<file path="config.mk">
export PLATFORM = sky130hd
export DESIGN_NAME = rst_seq_ctrl
export DESIGN_NICKNAME = d
export VERILOG_FILES = /design/src/rtl/rst_seq_ctrl.sv
export SDC_FILE = /design/constraint.sdc
export NUM_CORES = 1
export LEC_CHECK = 0
export CORE_MARGIN = 8
export CORE_UTILIZATION = 53
export CTS_CLUSTER_DIAMETER = 40
export DETAILED_ROUTE_END_ITERATION = 12
export PLACE_DENSITY_LB_ADDON = 0.1
export SKIP_CTS_REPAIR_TIMING = 1
export SYNTH_ARGS = -nofsm -noshare
export SYNTH_HDL_FRONTEND = slang
export SYNTH_SLANG_ARGS = --single-unit
</file>
<file path="constraint.sdc">
create_clock -name clk -period 2.95 [get_ports clk]
set_input_delay 0.59 -clock clk [delete_from_list [all_inputs] [get_ports clk]]
set_output_delay 0.59 -clock clk [all_outputs]
set_load 0.005 [all_outputs]
</file>
<file path="src/rtl/rst_seq_ctrl.sv">
// Reset sequencer: holds every CPU reset domain, releases them one at a time
// with per-domain gaps, then counts run cycles. Supports a synchronous soft re-sequence.
module rst_seq_ctrl #(
  parameter int NCH      = 6,
  parameter int HOLD_CYC = 10,
  parameter int GAP_W    = 8,
  parameter int CNT_W    = 32
) (
  input  logic                   clk,
  input  logic                   n_rst,
  input  logic                   sw_rst,
  input  logic [NCH*GAP_W-1:0]   gap,
  input  logic                   halt,
  output logic [NCH-1:0]         n_rst_out,
  output logic                   ready,
  output logic [CNT_W-1:0]       run_cnt
);

  localparam int HOLD_W = $clog2(HOLD_CYC + 1);
  localparam int CW     = (HOLD_W > GAP_W) ? HOLD_W : GAP_W;
  localparam int IW     = (NCH > 1) ? $clog2(NCH) : 1;
  localparam logic [IW-1:0] LAST_IDX  = IW'(NCH - 1);
  localparam logic [CW-1:0] HOLD_LAST = CW'(HOLD_CYC - 1);

  typedef enum logic [1:0] {HOLD, REL, RUN} state_t;

  state_t                 state, state_d;
  logic [CW-1:0]          cnt, cnt_d;
  logic [IW-1:0]          idx, idx_d;
  logic [NCH*GAP_W-1:0]   gap_sh, gap_sh_d;
  logic [NCH-1:0]         rel_d;
  logic                   ready_d;
  logic [CNT_W-1:0]       run_d;
  logic [GAP_W-1:0]       cur_gap;
  logic [NCH-1:0]         rel_mask;

  function automatic logic [CNT_W-1:0] sat_inc(input logic [CNT_W-1:0] v);
    if (&v) return v;
    return v + CNT_W'(1);
  endfunction

  assign cur_gap  = gap_sh[int'(idx)*GAP_W +: GAP_W];
  assign rel_mask = NCH'(1) << idx;

  // State register: every output is a flop, so no input reaches an output combinationally
  always_ff @(posedge clk or negedge n_rst) begin
    if (!n_rst) begin
      state     <= HOLD;
      cnt       <= '0;
      idx       <= '0;
      gap_sh    <= '0;
      n_rst_out <= '0;
      ready     <= 1'b0;
      run_cnt   <= '0;
    end else begin
      state     <= state_d;
      cnt       <= cnt_d;
      idx       <= idx_d;
      gap_sh    <= gap_sh_d;
      n_rst_out <= rel_d;
      ready     <= ready_d;
      run_cnt   <= run_d;
    end
  end

  // Next-state logic; sw_rst overrides every state
  always_comb begin
    state_d  = state;
    cnt_d    = cnt;
    idx_d    = idx;
    gap_sh_d = gap_sh;
    rel_d    = n_rst_out;
    ready_d  = ready;
    run_d    = run_cnt;
    if (sw_rst) begin
      state_d = HOLD;
      cnt_d   = '0;
      idx_d   = '0;
      rel_d   = '0;
      ready_d = 1'b0;
      run_d   = '0;
    end else begin
      case (state)
        HOLD: begin
          if (cnt == HOLD_LAST) begin
            state_d  = REL;
            cnt_d    = '0;
            idx_d    = '0;
            gap_sh_d = gap;
          end else begin
            cnt_d = cnt + CW'(1);
          end
        end
        REL: begin
          if (cnt == CW'(cur_gap)) begin
            rel_d = n_rst_out | rel_mask;
            cnt_d = '0;
            if (idx == LAST_IDX) begin
              ready_d = 1'b1;
              state_d = RUN;
            end else begin
              idx_d = idx + IW'(1);
            end
          end else begin
            cnt_d = cnt + CW'(1);
          end
        end
        RUN: begin
          if (!halt) run_d = sat_inc(run_cnt);
        end
        default: state_d = HOLD;
      endcase
    end
  end

endmodule

</file>
==> flow_summary_export.csv, run 1 <==
group,metric,value,unit
status,status,"complete, no violations",
floorplan,die_h,115,um
worst_setup_path,criticalPathCategory,"reg2reg",
final_layout,fin_nets,632,
timing,finalSetupViolations,0,
floorplan,fp.coreArea,9680,um^2
timing,worst_slew_pin_slew,0.642,ns
synthesis,synthTopCellsByArea,"dfrtp_1 (48%), mux2_2 (12%), mux2i_1 (3.4%)",
routing,drt_iter0_markers,191,
final_layout,nFillCells,770,
final_layout,layout_commonest_cell,"dfrtp_1",
synthesis,yosysTopAreaCell,"dfrtp_1",
final_layout,syn2layout_area_growth,24.1,%
synthesis,ys_seq_elements,100,
floorplan,dieArea,13300,um^2
min_path,hp-class,"in2async",
global_route,antenna_found_initial,0,
clock_network,cts.sinks,100,
clock_network,clkTransAtPathRegs,0.10,ns
final_layout,final_cell_mix,"dfrtp_1 (100), clkdlybuf4s50_1 (89), mux2_2 (55)",
worst_setup_path,start_kind,"flop",
place,place_hpwl,8.71,mm
run,maxCapViolCount,0,
floorplan,rows,36,
routing,ant_nets,0,
final_layout,seqCellArea,2500,um^2
global_route,overflow,0,
synthesis,synth_flop_cell,"dfrtp_1",
timing,rsz0062_at_grt,"false",
timing,finalMaxSlewViolations,0,
timing,setup-tns-final,0,ns
place,place.port_buffers,90,
synthesis,synth_top_area_share,47.9,%
timing,max_freq,370,MHz
global_route,grt_pass1_wl,20.1,mm
global_route,busiest_layer,"met2",
clock_network,clk_path_buf_depth,2,
clock_network,insertion_delay,0.37,ns
global_route,met2_usage,31.5,%
worst_setup_path,crit_fanout,12,
clock_network,root_buffer,"clkbuf_8",
routing,first_pass_iters,4,
final_layout,final_util,66.9,%
routing,wirelength,12.0,mm
global_route,use_met1,23.1,%
worst_setup_path,cpPeakStageDelay,0.45,ns
global_route,grt_max_degree,53,
global_route,first_global_vias,4057,
timing,layout_min_cycle_time,2.70,ns
pwr,peakVddDrop,0.501,mV
floorplan,boundaryPins,91,
synthesis,ys_types,56,
clock_network,cts_made_buffers,9,
synthesis,yosys_warnings,0,
global_route,gr-usage-met3,6.51,%
clock_network,htreeDepth,3,
worst_setup_path,crit_chain,"buf_4 > mux2i_1 > nor3_1 > or4_4 > a2111oi_4 > a31oi_1 > nor2_1 > o221ai_1",
worst_setup_path,slowest_stage,"dfrtp_1",
worst_setup_path,crit_required,3.19,ns
floorplan,start_util,54.0,%
routing,num_vias,3908,
timing,finalClockSkew,0.0146,ns
routing,vias_per_cell,5.51,
synthesis,seq_area_frac_synth,47.9,%
final_layout,layout-drive-gt1-share,15.5,%
synthesis,synth_edf_count,0,
timing,fin_crit_sh,91.7,%
pwr,p_per_area,417,nW/um^2
final_layout,multi_input_area,2550,um^2
clock_network,cts_tree,"yes",
routing,wire_per_inst,16.9,um
global_route,grt.total_usage,19.0,%
worst_setup_path,critPathCaptureType,"flop",
pwr,p_leak,0.00287,uW
synthesis,synth_nets,545,
timing,max_slew_margin,57.2,%
synthesis,netlist_area,5230,um^2
synthesis,syn_avg_cell_area,10.8,um^2
final_layout,n_antenna_cell,0,
timing,hold_viol_final,0,
timing,fin_hold_ws,0.236,ns
worst_setup_path,arrival,2.95,ns
synthesis,synthCells,485,
place,place_congestion,0.873,
synthesis,ys_async_sr_fraction,100,%
routing,drc,0,
floorplan,die_x,115,um
[flip-flops by register name (all words and copies together) (netlist names)]
signal     cells
cnt            8
gap_sh        48
idx            3
n_rst_out      6
ready          1
run_cnt       32
state          2
[layer usage]
metal  routed length [um]  share of wire, %
met1                 5290                44
met2                 5870                49
met3                  715               6.0
met4                  126               1.0
met5                    0                 0
[critical path: cells and delay by family (launching register included)]
kind,cells,cell delay (ns)
compound gates,3,0.87
buf+inv,1,0.27
mux,1,0.21
simple gates,3,0.77
flops,1,0.45
[synth_stat cells (3+ instances only)]
cell type  number
and3b_1         5
or3_1           7
and2_1          3
buf_1           3
nor2_1         44
a22oi_1         3
and4_1          3
mux2_2         55
nor2b_1         9
mux2i_1        18
o22ai_1         3
o21a_1          4
and3_1          7
a22o_1          3
nor4_1          5
a211oi_1        3
mux2_1          3
nand4_1         9
clkbuf_1       17
nand2_1        26
inv_1          14
o21ai_0        10
a32o_1          8
nand3_1        18
xnor2_1        15
dfrtp_1       100
nor3_1         22
a21oi_1        11
ha_1            8
xor2_1         15
[power breakdown]
group / switching [uW] / internal (uW)
sequential: 25.8 / 1390
combinational: 160 / 160
clock: 466 / 497
[cell families after synthesis]
group | after synthesis | share of synthesized area, %
AND/OR/NAND/NOR | 168 | 16.8
multiplexers | 76 | 15.9
adder cells (fa/ha/maj) | 8 | 1.92
flip-flops | 100 | 47.9
buffers and inverters | 40 | 3.30
AO/OA/AOI/OAI | 63 | 9.15
XOR/XNOR | 30 | 5.03
[area by class of cell]
type / count / area share, %
Inverter: 16 / 0.926
Multi-Input combinational cell: 345 / 39.4
Timing Repair Buffer: 100 / 15.2
Clock inverter: 4 / 1.14
Sequential cell: 100 / 38.6
Tap cell: 133 / 2.57
Clock buffer: 11 / 2.18
[through the flow]
step / setup WS (ns) / area, um^2 / total power (uW) / instances
floorplan: 0.619 / 5230 / 1620 / 485
global placement: 0.345 / 6270 / 1760 / 694
detailed placement: 0.256 / 6270 / 1770 / 694
CTS: 0.248 / 6480 / 2740 / 709
global route: 0.00942 / 6480 / 2810 / 709
finish: 0.246 / 6480 / 2700 / 709
[worst paths after layout]
check,cells after the start,endpoint,slack (ns),from
max,8,cnt[7],0.25,idx[0]
min,1,n_rst_out[0],0.24,n_rst
max reg2reg,8,cnt[7],0.25,idx[0]
min reg2reg,1,n_rst_out[0],0.50,n_rst_out[0]
max in group asynchronous,2,run_cnt[24],2.01,n_rst
min in group clk,1,n_rst_out[0],0.50,n_rst_out[0]
Note: power is estimated with default switching activity, not from simulation.
==> run 2, diff against run 1 <==
Settings changed: HOLD_SLACK_MARGIN from default to 0.1.
==> results of run 2 <==
Final layout, timing and power as in run 1 (identical DEF).
